<file path="config.mk">
export PLATFORM = sky130hd
export DESIGN_NAME = spi_seq_slave
export DESIGN_NICKNAME = d
export VERILOG_FILES = /design/src/rtl/spi_seq_slave.sv
export SDC_FILE = /design/constraint.sdc
export NUM_CORES = 1
export LEC_CHECK = 0
export ABC_AREA = 1
export ABC_CLOCK_PERIOD_IN_PS = 2160
export BUFFER_PORTS_ARGS = -buffer_cell sky130_fd_sc_hd__buf_2
export CAP_MARGIN = 40
export CORE_MARGIN = 4
export CORE_UTILIZATION = 35
export DETAILED_ROUTE_END_ITERATION = 7
export SLEW_MARGIN = 20
export SYNTH_ARGS = -nofsm -noshare
export SYNTH_HDL_FRONTEND = slang
export SYNTH_SLANG_ARGS = --single-unit
</file>
<file path="constraint.sdc">
create_clock -name clk -period 2.16 [get_ports clk]
set_input_delay 0.324 -clock clk [delete_from_list [all_inputs] [get_ports clk]]
set_output_delay 0.324 -clock clk [all_outputs]
set_load 0.03 [all_outputs]
</file>
<file path="src/rtl/spi_seq_slave.sv">
// SPI mode-0 slave that streams a generated word sequence (fib / count / lfsr / echo) on MISO.
// SCK, SSEL and MOSI are oversampled in the clk domain; nothing is clocked by SCK.
module spi_seq_slave #(
  parameter int                DATA_W    = 8,
  parameter logic [1:0]        MODE_INIT = 2'd0,
  parameter logic [DATA_W-1:0] LFSR_TAPS = DATA_W'(8'hB8),
  parameter logic [DATA_W-1:0] LFSR_SEED = DATA_W'(1)
) (
  input  logic              clk,
  input  logic              rst,
  input  logic              SCK,
  input  logic              SSEL,
  input  logic              MOSI,
  output logic              MISO,
  output logic              rx_valid,
  output logic [DATA_W-1:0] rx_data,
  output logic [1:0]        mode,
  output logic [15:0]       word_cnt
);

  localparam int            CW   = $clog2(DATA_W);
  localparam logic [CW-1:0] LAST = CW'(DATA_W - 1);

  localparam logic [1:0] M_FIB  = 2'd0;
  localparam logic [1:0] M_CNT  = 2'd1;
  localparam logic [1:0] M_LFSR = 2'd2;
  localparam logic [1:0] M_ECHO = 2'd3;

  typedef struct packed {
    logic [DATA_W-1:0] a;
    logic [DATA_W-1:0] b;
  } gen_t;

  function automatic gen_t seed_of(input logic [1:0] m);
    gen_t s;
    s = '0;
    case (m)
      M_FIB:   s.b = DATA_W'(1);
      M_LFSR:  s.a = LFSR_SEED;
      default: s = '0;
    endcase
    return s;
  endfunction

  function automatic gen_t advance(input gen_t g, input logic [1:0] m,
                                   input logic [DATA_W-1:0] w);
    gen_t              s;
    logic [DATA_W-1:0] nx;
    s  = g;
    nx = (g.a >> 1) ^ (g.a[0] ? LFSR_TAPS : '0);
    case (m)
      M_FIB:   begin s.a = g.b; s.b = g.a + g.b; end
      M_CNT:   s.a = g.a + 1'b1;
      M_LFSR:  s.a = (nx == '0) ? LFSR_SEED : nx;
      M_ECHO:  s.a = w;
      default: s = g;
    endcase
    return s;
  endfunction

  logic [2:0]        sck_s, ssel_s;
  logic [1:0]        mosi_s;
  logic              sck_rise, sck_fall, ssel_start, ssel_end, ssel_act;
  logic [CW-1:0]     bit_cnt;
  logic [DATA_W-1:0] rx_sh, rx_word, tx_sh;
  logic              rx_last, first_w, pend_vld;
  logic [1:0]        pend_mode;
  gen_t              gen;

  always_ff @(posedge clk) begin
    if (rst) begin
      sck_s  <= '0;
      ssel_s <= 3'b111;
      mosi_s <= '0;
    end else begin
      sck_s  <= {sck_s[1:0], SCK};
      ssel_s <= {ssel_s[1:0], SSEL};
      mosi_s <= {mosi_s[0], MOSI};
    end
  end

  assign sck_rise   = (sck_s[2:1] == 2'b01);
  assign sck_fall   = (sck_s[2:1] == 2'b10);
  assign ssel_start = (ssel_s[2:1] == 2'b10);
  assign ssel_end   = (ssel_s[2:1] == 2'b01);
  assign ssel_act   = ~ssel_s[1];
  assign rx_word    = {rx_sh[DATA_W-2:0], mosi_s[1]};
  assign rx_last    = sck_rise & ssel_act & (bit_cnt == LAST);

  // receive path: bit counter, shift register, word strobe and word count
  always_ff @(posedge clk) begin
    if (rst) begin
      bit_cnt  <= '0;
      rx_sh    <= '0;
      rx_valid <= 1'b0;
      rx_data  <= '0;
      word_cnt <= '0;
    end else begin
      rx_valid <= 1'b0;
      if (!ssel_act) begin
        bit_cnt <= '0;
      end else if (sck_rise) begin
        bit_cnt <= (bit_cnt == LAST) ? '0 : bit_cnt + 1'b1;
        rx_sh   <= rx_word;
      end
      if (ssel_start) begin
        word_cnt <= '0;
      end else if (rx_last) begin
        rx_valid <= 1'b1;
        rx_data  <= rx_word;
        if (word_cnt != 16'hFFFF) word_cnt <= word_cnt + 16'd1;
      end
    end
  end

  // first word of a message may carry a mode command, applied at message end
  always_ff @(posedge clk) begin
    if (rst) begin
      first_w   <= 1'b0;
      pend_vld  <= 1'b0;
      pend_mode <= '0;
      mode      <= MODE_INIT;
    end else begin
      if (ssel_start) begin
        first_w <= 1'b1;
      end else if (rx_last) begin
        first_w <= 1'b0;
        if (first_w && rx_word[DATA_W-1]) begin
          pend_vld  <= 1'b1;
          pend_mode <= rx_word[1:0];
        end
      end
      if (ssel_end && pend_vld) begin
        mode     <= pend_mode;
        pend_vld <= 1'b0;
      end
    end
  end

  // generator advances one cycle after the word strobe; a start event overrides it
  always_ff @(posedge clk) begin
    if (rst)             gen <= seed_of(MODE_INIT);
    else if (ssel_start) gen <= seed_of(mode);
    else if (rx_valid)   gen <= advance(gen, mode, rx_data);
  end

  always_ff @(posedge clk) begin
    if (rst) begin
      tx_sh <= '0;
    end else if (ssel_start) begin
      tx_sh <= seed_of(mode).a;
    end else if (ssel_act && sck_fall) begin
      tx_sh <= (bit_cnt == '0) ? gen.a : {tx_sh[DATA_W-2:0], 1'b0};
    end
  end

  assign MISO = tx_sh[DATA_W-1];

endmodule
</file>
==> After elaboration in Yosys (flattened, before gate mapping) <==
Index checks and enable logic that the tools add are counted.
{ "op_classes": {"n_addsub": 4, "eq_ne": 9, "n_mux": 15, "bitwise_logic": 5, "n_reduce_logical": 18} }
{ "ops": {"columns": ["cell", "n"], "rows": [
  ["8-bit 2-to-1 mux", 6],
  ["16-bit 2-to-1 mux", 2],
  ["8-bit one-hot mux with 4 select lines", 1],
  ["16-bit by 1-bit adder with 16-bit output (second input constant)", 1],
  ["16-bit != test (second input constant)", 1],
  ["8-bit by 1-bit adder with 8-bit output (second input constant)", 1],
  ["8-bit adder", 1],
  ["2-bit equality test (second input constant)", 4],
  ["8-bit zero test", 1],
  ["2-bit AND reduction", 4],
  ["2-bit nonzero test", 4],
  ["7-bit by 8-bit bitwise XOR with 8-bit output", 1],
  ["2-bit by 1-bit equality test with 1-bit output (second input constant)", 3],
  ["2-bit OR reduction", 3],
  ["1-bit 2-to-1 mux", 5],
  ["3-bit by 1-bit adder with 3-bit output (second input constant)", 1],
  ["3-bit equality test (second input constant)", 1],
  ["1-bit logical AND", 3],
  ["3-bit zero test", 1],
  ["3-bit 2-to-1 mux", 1],
  ["3-bit AND reduction", 1],
  ["1-bit AND", 2],
  ["2-bit zero test", 1],
  ["1-bit NOT", 2]
]} }
{ "totals": {"register_bits": 73, "in_bits": 5} }

==> Longest topological paths before layout <==
{ "logic_depth": {"depth_word": 7, "depth_mapped": 10, "mapped_depth_nobuf": 9} }

==> Worst setup path before layout <==
OpenSTA, ideal clock, no wires.
{ "synth_timing": {"path_type": "reg2reg", "startpoint": "register word_cnt[0]", "endpoint": "register word_cnt[5]", "setup_ns": 0.120, "arrival_ns": 1.607, "required_ns": 2.040, "path_slack_ns": 0.434, "path_stages_with_launch": 10, "period_less_slack_ns": 1.726, "path_cell_list": "dfxtp_1 > ha_1 > nand3_1 > nor2_4 > nand3_4 > nand2_4 > inv_2 > buf_6 > nand2_1 > a21oi_1"} }
{ "synth_via": {"elab_chain_cells": 2} }
{ "synth_rtl": {"columns": ["element", "line_no", "source"], "rows": [
  ["from (decl)", "18", "output logic [15:0] word_cnt"],
  ["from (signal assigned)", "111", "if (word_cnt != 16'hFFFF) word_cnt <= word_cnt + 16'd1;"],
  ["branches (longest 2 deep; another with 16-bit by 1-bit adder with 16-bit output)", null, null]
]} }
Several ways; the timed one is not identified.
A chain may end at the register's enable or synchronous reset.

==> Final worst setup path <==
{ "layout_timing": {"startpoint": "register gen[8] (netlist bit)", "endpoint": "register gen[6] (netlist bit)"} }
{ "layout_via": {"elab_chain_cells": 4} }
{ "layout_rtl": {"columns": ["element", "line_no", "source"], "rows": [
  ["from (decl)", "68", "gen_t gen;"],
  ["from (signal assigned)", "142", "if (rst) gen <= seed_of(MODE_INIT);"],
  ["from (signal assigned)", "143", "else if (ssel_start) gen <= seed_of(mode);"],
  ["from (signal assigned)", "144", "else if (rx_valid) gen <= advance(gen, mode, rx_data);"],
  ["8-bit adder", "52", "M_FIB: begin s.a = g.b; s.b = g.a + g.b; end"],
  ["8-bit 2-to-1 mux", "51", "case (m)"],
  ["16-bit 2-to-1 mux", "144", null],
  ["16-bit 2-to-1 mux", "143", null]
]} }
Every way passes these cells. The select of a mux whose other input is x is not followed.

==> summary.txt <==
Floorplan
  • Row count: 37
  • Initial Util: 0.366
  • IO Pins: 33
  • Die height: 113 um
  • Die W: 113 um
  • Core box area: 0.0105 sq mm
  • Die area: roughly 0.013 sq mm

STA
  • Minimum clock period: 1.79 ns
  • Final Setup Violations: 0
  • Count of pins over their slew limit: 0
  • FMAX: 0.559 GHz
  • Setup WS post-layout: 0.372 ns
  • Final period utilization: 0.828
  • RSZ-0062 raised after global routing: no
  • Worst-margin pin slew: 0.501 ns
  • Setup TNS: 0 ns
  • Clock skew: 0.0137 ns
  • Slew Limit Headroom: 0.666
  • Final Hold Fails: 0

Worst setup path
  • Crit path cell chain: ha_1 -> inv_1 -> fa_1 -> inv_1 -> nand4_1 -> nand4_1 -> nand3_1 -> a21oi_1
  • CP max stage cell: dfxtp_1
  • WP data required: between 2 and 2.5 ns
  • CP startpoint: gen[8]$_SDFFE_PP0P_
  • Crit path DAT: 2.08 ns
  • CP Capture Point: gen[6]$_SDFFE_PP0P_
  • Crit-path max cell delay: approximately 0.47 ns
  • Worst path bufs/invs: 2
  • Crit path max-delay family: adder cells
  • CP Launch Type: register
  • Cell count of the worst reg-to-reg path: 8
  • CP Depth: 8
  • Reg-to-reg endpoint: gen[6]$_SDFFE_PP0P_
  • CP Capture Type: register
  • RR Startpoint: gen[8]$_SDFFE_PP0P_
  • Critical path fanouts, max: 8
  • Kind of critical path: register to register
  • R2r setup slk: 0.37 ns

Global route
  • Vias in the first global route: 3356
  • First-pass GRT wire length: 16100 um
  • Total GRT Usage: 0.152
  • Total gr overflow: 0
  • Largest net degree at the start of global routing: 25
  • Initial antenna violation count: 0

Pwr
  • PwrDens: 586 mW/mm^2
  • Worst vdd ir: 0.000284 V
  • Cell leakage power: 0.00182 uW

Clocking
  • Clock sinks: 73
  • Post-CTS Setup Inserts: 0
  • Clock transition at the registers of the reported paths: 0.09 ns
  • Max clock buf depth: 2
  • Cts bufs inserted: 9
  • H-tree depth: 3
  • Root Driver: clkbuf_8
  • CTS tree: yes
  • CTS resizes: 0
  • Hold buffer count at cts: 0
  • Clock latency on the worst-skew pair: between 0.3 and 0.4 ns

Hold path
  • Hold Crit Class: primary input to register

Run
  • Max-cap violations: 0

Logic synthesis
  • Post-synthesis instance total: 565
  • Syn Nets: 583
  • Synth top area share: 0.380
  • Register bit total from synthesis: 73
  • Synth area leader: dfxtp_1
  • Mean Syn Cell Area: 6.80 sq um
  • Post-synth cell types: 33
  • Post-synthesis sequential area ratio: 0.380
  • Synth top area cells: dfxtp_1, nand2_1, a21oi_1, inv_1, nor2_1
  • Cell Area, Synth: 0.00384 sq mm
  • Total number of yosys warnings: 0

Route
  • Routed WL: 9180 um
  • Initial drt markers: approximately 240
  • DRT Pass-1 Iters: 6
  • Remaining DRCs: 0
  • Routed WL per cell: between 10 and 15 um
  • Vias: 3616
  • Via-per-instance ratio: 4.91
  • Number of routed nets with antenna violations: 0

Placement
  • HPWL after detailed placement: 6860 um
  • I/O Buffers: 32
  • Placed cells: between 700 and 800
  • Final GP Congestion: 0.890
  • Place WS: 0.409 ns

Final layout
  • Fin cells: 736
  • NumNets Final: 613
  • Ratio of cells with drive above 1 in the final layout: 0.117
  • Inserted Diodes: 0
  • Synthesis-to-finish area growth: 11.9%

Status
  • Status: finished, final reports clean
## placed cells by master (no fill, tap or decap), types with 4 or more instances in the layout
master    instances
nor2_2            4
nand4_1           7
ha_1             12
inv_2             4
buf_2            32
a21oi_1          65
inv_1            62
nor2_1           57
clkbuf_8          9
xnor2_1           7
o21ai_0          28
a211oi_1          4
dfxtp_1          73
nand3_1          37
nand2_1         164
## layer usage
layer	GRT usage	part of all wire	vias up
li1	-	-	1879
met1	0.207	0.48	1637
met2	0.242	0.46	85
met3	0.0214	0.043	15
met4	0.0601	0.019	0
met5	0	0	-
## flip-flops by register name (all words and copies together), names as in the netlist
register   flops
ssel_s         3
gen           16
word_cnt      16
rx_data        8
mosi_s         2
first_w        1
pend_mode      2
mode           2
sck_s          3
bit_cnt        3
tx_sh          8
rx_sh          7
rx_valid       1
pend_vld       1
## power by group
part | internal, uW | switching [uW] | leakage, uW
logic | 14.2 | 47.7 | 0.00113
registers | 1350 | 4.95 | 0.000590
clock network | 545 | 558 | 0.000101
total | 1910 | 611 | 0.00182
## logic make-up (layout without fill, tap and decap cells)
kind of cell	count (synthesis)	count (layout)	share of synthesized area
buffers and inverters	80	115	0.0853
AOI/OAI and AO/OA	104	104	0.144
adders and majority gates	13	13	0.0443
xor gates and xnor gates	10	10	0.0228
and+or+nand+nor	285	285	0.324
DFF	73	73	0.380
## how the worst min path moves through the flow
stage | slack, ns | endpoint | start | depth (start not counted)
2_1_floorplan | 0.39 | mosi_s[1]$_SDFF_PP0_ | mosi_s[0]$_SDFF_PP0_ | 2
3_3_place_gp | 0.39 | sck_s[1]$_SDFF_PP0_ | sck_s[0]$_SDFF_PP0_ | 2
3_5_place_dp | 0.40 | sck_s[1]$_SDFF_PP0_ | sck_s[0]$_SDFF_PP0_ | 2
4_1_cts | 0.14 | ssel_s[0]$_SDFF_PP1_ | SSEL | 2
5_1_grt | 0.15 | ssel_s[0]$_SDFF_PP1_ | SSEL | 2
6_report | 0.15 | ssel_s[0]$_SDFF_PP1_ | SSEL | 2
## stage by stage
stage	total power (uW)	hold slack, ns	instance area, sq um	utilization
after floorplan	1440	0.388	3840	-
after global placement	1450	0.391	4100	0.390
after detailed placement	1450	0.396	4100	0.390
after CTS	2560	0.141	4300	0.409
after global routing	2630	0.154	4300	0.409
final	2520	0.154	4300	0.409
## synthesized netlist by cell type, drive strengths merged
master and n:
nor3 2, dfxtp 73, a22oi 1, o211ai 1, o211a 1, buf 7
a21oi 65, o21bai 1, fa 1, ha 12, o21ai 28, clkbuf 7
or2 3, xor2 3, nor2 64, xnor2 7, nand4 7, o221ai 2
nand3 38, a31oi 1, a211oi 4, nand3b 2, nand2 169, inv 66
## worst reg2reg max path: cells and delay by family, from the launching register on
family	cells	cell delay, ns
AO/OA/AOI/OAI	1	0.15
adder cells (fa/ha/maj)	2	0.66
buffers and inverters	2	0.13
flip-flops	1	0.47
AND/OR/NAND/NOR	3	0.32
## area by class of cell
| class | instances | area [sq um] |
|---|---|---|
| Fill cell | 1126 | 6210 |
| Multi-Input combinational cell | 412 | 2050 |
| Sequential cell | 73 | 1460 |
| Inverter | 66 | 248 |
| Tap cell | 136 | 170 |
| Timing Repair Buffer | 33 | 168 |
| Clock buffer | 9 | 124 |
| Clock inverter | 7 | 77.6 |
No activity file was read; power rests on OpenSTA's default activity.
